--- config.mk ---
export PLATFORM = sky130hd
export DESIGN_NAME = bp_fe_fetch_ctrl
export DESIGN_NICKNAME = d
export VERILOG_FILES = /design/src/rtl/bp_fe_fetch_ctrl.sv
export SDC_FILE = /design/constraint.sdc
export NUM_CORES = 1
export LEC_CHECK = 0
export BUFFER_PORTS_ARGS = -buffer_cell sky130_fd_sc_hd__buf_2
export CORE_MARGIN = 5
export CORE_UTILIZATION = 45
export CTS_BUF_LIST = sky130_fd_sc_hd__clkbuf_2 sky130_fd_sc_hd__clkbuf_4 sky130_fd_sc_hd__clkbuf_8
export CTS_CLUSTER_SIZE = 20
export DETAILED_ROUTE_END_ITERATION = 10
export HOLD_SLACK_MARGIN = 0.06
export PLACE_DENSITY = 0.66
export SETUP_SLACK_MARGIN = 0.2
export SYNTH_ARGS = -nofsm -noshare
export SYNTH_HDL_FRONTEND = slang
export SYNTH_SLANG_ARGS = --single-unit
--- constraint.sdc ---
create_clock -name clk_i -period 20.4 [get_ports clk_i]
set_clock_uncertainty 0.1 [all_clocks]
set_input_delay 3.06 -clock clk_i [delete_from_list [all_inputs] [get_ports clk_i]]
set_output_delay 3.06 -clock clk_i [all_outputs]
set_load 0.05 [all_outputs]
--- src/rtl/bp_fe_fetch_ctrl.sv ---
// Front-end fetch controller: issues fetch PCs, tracks a 2-deep in-flight pipe and buffers responses.
// Optional perf counters are enabled with `define BP_FE_FETCH_CTRL_PERF_EN.
module bp_fe_fetch_ctrl #(
    parameter int vaddr_width_p = 39,
    parameter int instr_width_p = 32,
    parameter logic [vaddr_width_p-1:0] reset_pc_p = 'h0080000000
) (
    input  logic                     clk_i,
    input  logic                     reset_i,
    input  logic                     redirect_v_i,
    input  logic [vaddr_width_p-1:0] redirect_pc_i,
    output logic                     fetch_v_o,
    output logic [vaddr_width_p-1:0] fetch_vaddr_o,
    input  logic                     fetch_yumi_i,
    output logic                     mem_poison_o,
    input  logic                     resp_v_i,
    input  logic [instr_width_p-1:0] resp_data_i,
    input  logic                     resp_icache_miss_i,
    input  logic                     resp_itlb_miss_i,
    input  logic                     resp_page_fault_i,
    input  logic                     resp_access_fault_i,
    output logic                     fe_v_o,
    input  logic                     fe_ready_i,
    output logic [vaddr_width_p-1:0] fe_pc_o,
    output logic [instr_width_p-1:0] fe_instr_o,
    output logic [1:0]               fe_exc_o
`ifdef BP_FE_FETCH_CTRL_PERF_EN
    ,
    output logic [31:0]              perf_replay_o,
    output logic [31:0]              perf_redirect_o
`endif
);

    localparam logic [0:0] RUN   = 1'b0;
    localparam logic [0:0] STALL = 1'b1;

    logic [0:0]               state_q, state_d;
    logic [vaddr_width_p-1:0] pc_q, pc_d;
    logic                     s1_v_q, s1_v_d, s2_v_q, s2_v_d;
    logic [vaddr_width_p-1:0] s1_pc_q, s2_pc_q;

    logic [vaddr_width_p-1:0] fifo_pc_q    [2];
    logic [instr_width_p-1:0] fifo_instr_q [2];
    logic [1:0]               fifo_exc_q   [2];
    logic                     rd_ptr_q, wr_ptr_q;
    logic [1:0]               count_q;

    logic       resp_hit, replay, exc_hit, clean_hit, accept, push, pop;
    logic [1:0] exc_code, inflight_cnt, free_cnt;

    // A response only counts if it lines up with the oldest live in-flight fetch.
    assign resp_hit  = resp_v_i & s2_v_q & ~redirect_v_i;
    assign replay    = resp_hit & resp_icache_miss_i & ~resp_itlb_miss_i;
    assign exc_hit   = resp_hit & ~replay
                     & (resp_itlb_miss_i | resp_page_fault_i | resp_access_fault_i);
    assign clean_hit = resp_hit & ~resp_icache_miss_i & ~resp_itlb_miss_i
                     & ~resp_page_fault_i & ~resp_access_fault_i;
    assign exc_code  = resp_itlb_miss_i  ? 2'd1 :
                       resp_page_fault_i ? 2'd2 : 2'd3;

    assign inflight_cnt = {1'b0, s1_v_q} + {1'b0, s2_v_q};
    assign free_cnt     = 2'd2 - count_q;

    // Credit check guarantees every outstanding response has a FIFO slot waiting for it.
    assign fetch_v_o     = ~reset_i & (state_q == RUN) & ~redirect_v_i & ~replay & ~exc_hit
                         & (free_cnt > inflight_cnt);
    assign fetch_vaddr_o = pc_q;
    assign accept        = fetch_v_o & fetch_yumi_i;
    assign mem_poison_o  = ~reset_i & (redirect_v_i | replay | exc_hit);

    assign fe_v_o     = ~reset_i & (count_q != 2'd0);
    assign fe_pc_o    = fifo_pc_q[rd_ptr_q];
    assign fe_instr_o = fifo_instr_q[rd_ptr_q];
    assign fe_exc_o   = fifo_exc_q[rd_ptr_q];

    assign push = exc_hit | clean_hit;
    assign pop  = fe_v_o & fe_ready_i;

    always_comb begin
        pc_d    = pc_q;
        state_d = state_q;
        s1_v_d  = accept;
        s2_v_d  = s1_v_q;
        if (accept) begin
            pc_d = pc_q + vaddr_width_p'(4);
        end
        if (redirect_v_i) begin
            pc_d    = redirect_pc_i;
            state_d = RUN;
            s1_v_d  = 1'b0;
            s2_v_d  = 1'b0;
        end else if (replay) begin
            pc_d   = s2_pc_q;
            s1_v_d = 1'b0;
            s2_v_d = 1'b0;
        end else if (exc_hit) begin
            state_d = STALL;
            s1_v_d  = 1'b0;
            s2_v_d  = 1'b0;
        end
    end

    always_ff @(posedge clk_i) begin
        if (reset_i) begin
            pc_q    <= reset_pc_p;
            state_q <= RUN;
            s1_v_q  <= 1'b0;
            s2_v_q  <= 1'b0;
        end else begin
            pc_q    <= pc_d;
            state_q <= state_d;
            s1_v_q  <= s1_v_d;
            s2_v_q  <= s2_v_d;
        end
        s1_pc_q <= pc_q;
        s2_pc_q <= s1_pc_q;
    end

    // Redirect flushes the whole buffer, including anything being popped that cycle.
    always_ff @(posedge clk_i) begin
        if (reset_i || redirect_v_i) begin
            rd_ptr_q <= 1'b0;
            wr_ptr_q <= 1'b0;
            count_q  <= 2'd0;
        end else begin
            if (push) begin
                fifo_pc_q[wr_ptr_q]    <= s2_pc_q;
                fifo_instr_q[wr_ptr_q] <= exc_hit ? '0 : resp_data_i;
                fifo_exc_q[wr_ptr_q]   <= exc_hit ? exc_code : 2'd0;
                wr_ptr_q               <= ~wr_ptr_q;
            end
            if (pop) begin
                rd_ptr_q <= ~rd_ptr_q;
            end
            count_q <= count_q + {1'b0, push} - {1'b0, pop};
        end
    end

`ifdef BP_FE_FETCH_CTRL_PERF_EN
    logic [31:0] perf_replay_q, perf_redirect_q;

    always_ff @(posedge clk_i) begin
        if (reset_i) begin
            perf_replay_q   <= '0;
            perf_redirect_q <= '0;
        end else begin
            if (replay && (perf_replay_q != '1)) begin
                perf_replay_q <= perf_replay_q + 32'd1;
            end
            if (redirect_v_i && (perf_redirect_q != '1)) begin
                perf_redirect_q <= perf_redirect_q + 32'd1;
            end
        end
    end

    assign perf_replay_o   = perf_replay_q;
    assign perf_redirect_o = perf_redirect_q;
`endif

endmodule

==> impl_metrics.csv <==
group,metric,value,unit
status,outcome,"complete, no violations",
placed_design,numPortBuffers,195,
synthesis,synth_top_cell_by_area,"edfxtp_1",
grt,overflow,0,
drt,first_pass_iters,4,
finish,fillers,2003,
finish,final_common_cell,"buf_2",
clocking,postCtsSetupBuffers,0,
clocking,cts_buffers,45,
placed_design,pre_cts_slack,12330,ps
floorplan,die_w,162,µm
drt,vias,7069,
synthesis,ys_top_cells_by_area,"edfxtp_1, dfxtp_1, mux2_2, and2_1, nor2_1",
grt,track_usage,18.5,%
placed_design,gp_congestion,0.798,
drt,drc,0,
finish,seqCellArea,6890,µm²
synthesis,netlist.area_leader.share,42.0,%
clocking,clkLatencyLatePin,540,ps
grt,grt_max_degree,87,
finish,multi_input_area,3300,µm²
worst_setup_path,setup.worst_path.class,"in -> out",
floorplan,die_y,162,µm
clocking,clk_pin_slew,60,ps
power_and_ir_drop,power.leakage,0.00484,µW
clocking,root_buffer,"clkbuf_8",
sta,hold_viol,0,
synthesis,ys_seq_area_share,66.0,%
finish,fin_util,55.5,%
clocking,cts_max_path_buffers,3,
finish,antennaDiodeCount,0,
sta,timing.final.crit_share,39.4,%
clocking,cts_tree,"built",
sta,worstMarginPinSlew,1040,ps
synthesis,synth_fp_nets,889,
grt,grt_pass1_wl,38500,µm
finish,layout-drive-gt1-share,36.2,%
synthesis,syn_area_per_cell,13.0,µm²
synthesis,yosys_register_bits,271,
finish,area_growth,21.1,%
floorplan,start_util,45.8,%
floorplan,coreArea,22800,µm²
sta,setup_slack,12350,ps
run,max_cap_viol_count,0,
synthesis,yosys_warnings,0,
worst_setup_path,crit_required,17240,ps
min_path,hold_class,"reg -> reg",
floorplan,io_pins,196,
placed_design,place_hpwl,16400,µm
synthesis,synth_edf_count,146,
drt,wire_per_inst,18.4,µm
floorplan,rows,55,
sta,slew_viol_final,0,
sta,rsz0062_at_grt,"no",
synthesis,yosysUniqueCellTypes,66,
worst_setup_path,worstPathArrival,4890,ps
clocking,ctsHoldBuffers,0,
drt,drtAntennaViolNets,0,
power_and_ir_drop,power_density,93.6,nW/µm²
synthesis,synth_area,10400,µm²
synthesis,syn_inst,801,
synthesis,synthArstFlopShare,0,%
worst_setup_path,critPathMaxFanout,86,
drt,first_iter_violations,440,
sta,finalSetupTns,0,ps
synthesis,synth_ff_type,"edfxtp_1",
finish,final_nets,1095,
finish,layout_common_cells,"buf_2, edfxtp_1, dfxtp_1",
sta,final-setup-viol-count,0,
grt,grt_antenna_before_repair,0,
sta,relSlewSlack,30.5,%
clocking,htree_levels,2,
power_and_ir_drop,ir_drop,0.0869,mV
worst_setup_path,worstSetupEndpointType,"output pin",
sta,fin_crit,8050,ps
drt,via_per_inst,5.21,
drt,finalWirelength,25000,µm
grt,grt_pass1_vias,7016,
clocking,clock_sinks,271,
sta,fmax,124,MHz
worst_setup_path,critPathLaunchType,"primary input",
floorplan,dieArea,26300,µm²
clocking,cts_resized,0,
-- flip-flops by register name (all words and copies together) (netlist names), 2 cells and up, named ones only --
signal and count:
fetch_vaddr_o 39, fifo_pc_q 78, fifo_instr_q 64, s2_pc_q 39, s1_pc_q 39, fifo_exc_q 4
count_q 2
-- power by group --
part | internal [µW] | leakage (µW) | switching (µW)
Combinational | 22.8 | 0.00194 | 47.2
Clock | 295 | 0.000528 | 211
Sequential | 592 | 0.00237 | 16.6
-- routing by layer --
layer | track usage (%) | routed length [µm] | vias up
met5 | 0 | 0 | -
met4 | 4.69 | 358 | 0
met3 | 4.49 | 2120 | 31
met2 | 29.5 | 11700 | 270
met1 | 25.5 | 10800 | 3395
li1 | - | - | 3373
-- cells in the mapped netlist (all sizes together) (2+ instances only) --
cell type / n
a211oi: 23
a21oi: 29
a221oi: 4
a22oi: 2
a311oi: 4
a31oi: 4
a32oi: 2
and2: 36
and3: 10
and4: 3
buf: 15
clkbuf: 29
dfxtp: 125
edfxtp: 146
ha: 7
inv: 14
mux2: 74
mux2i: 3
nand2: 45
nand2b: 7
nand3: 21
nand4: 13
nand4b: 3
nor2: 54
nor2b: 6
nor3: 25
nor3b: 4
nor4: 8
o211ai: 2
o21a: 4
o21ai: 29
o21bai: 2
o221a: 2
o22ai: 3
o31ai: 3
or2: 2
or3: 3
xnor2: 12
xor2: 9
-- final cells by class --
type / count / share of cell area [%]
Sequential cell: 271 / 54.5
Multi-Input combinational cell: 472 / 26.1
Timing Repair Buffer: 203 / 8.19
Clock buffer: 63 / 6.36
Tap cell: 313 / 3.10
Clock inverter: 20 / 1.38
Inverter: 14 / 0.415
-- cells by family after synthesis --
group | share of synthesized area (%)
XOR/XNOR | 1.76
multiplexers | 8.27
flip-flops | 66.0
AND/OR/NAND/NOR | 12.7
AO/OA/AOI/OAI | 7.92
buffers and inverters | 2.55
adder cells (fa/ha/maj) | 0.839
-- per-stage QoR --
step	cells	total power, µW	instance area, µm²	hold WS (ps)
2_1_floorplan	801	663	10400	210
3_3_place_gp	1273	688	11700	210
3_5_place_dp	1273	689	11700	212
4_1_cts	1356	1200	12600	224
5_1_grt	1356	1230	12600	229
6_report	1356	1180	12600	223
-- path summary, 6_finish.rpt --
path	start	endpoint	slack [ps]	cells past startpoint
worst max-delay path	redirect_v_i	mem_poison_o	12350	5
worst min-delay path	s1_pc_q[17]$_DFF_P_	s2_pc_q[17]$_DFF_P_	220	0
worst max register to register	count_q[1]$_SDFF_PP0_	fetch_vaddr_o[37]$_SDFFE_PP0P_	16470	10
worst min register to register	s1_pc_q[17]$_DFF_P_	s2_pc_q[17]$_DFF_P_	220	0
-- critical path: stages --
cell and delay, ps:
buf_2 90, buf_4 360, or4_4 850, a21oi_1 200, buf_2 310
Note: power is estimated with default switching activity, not from simulation.
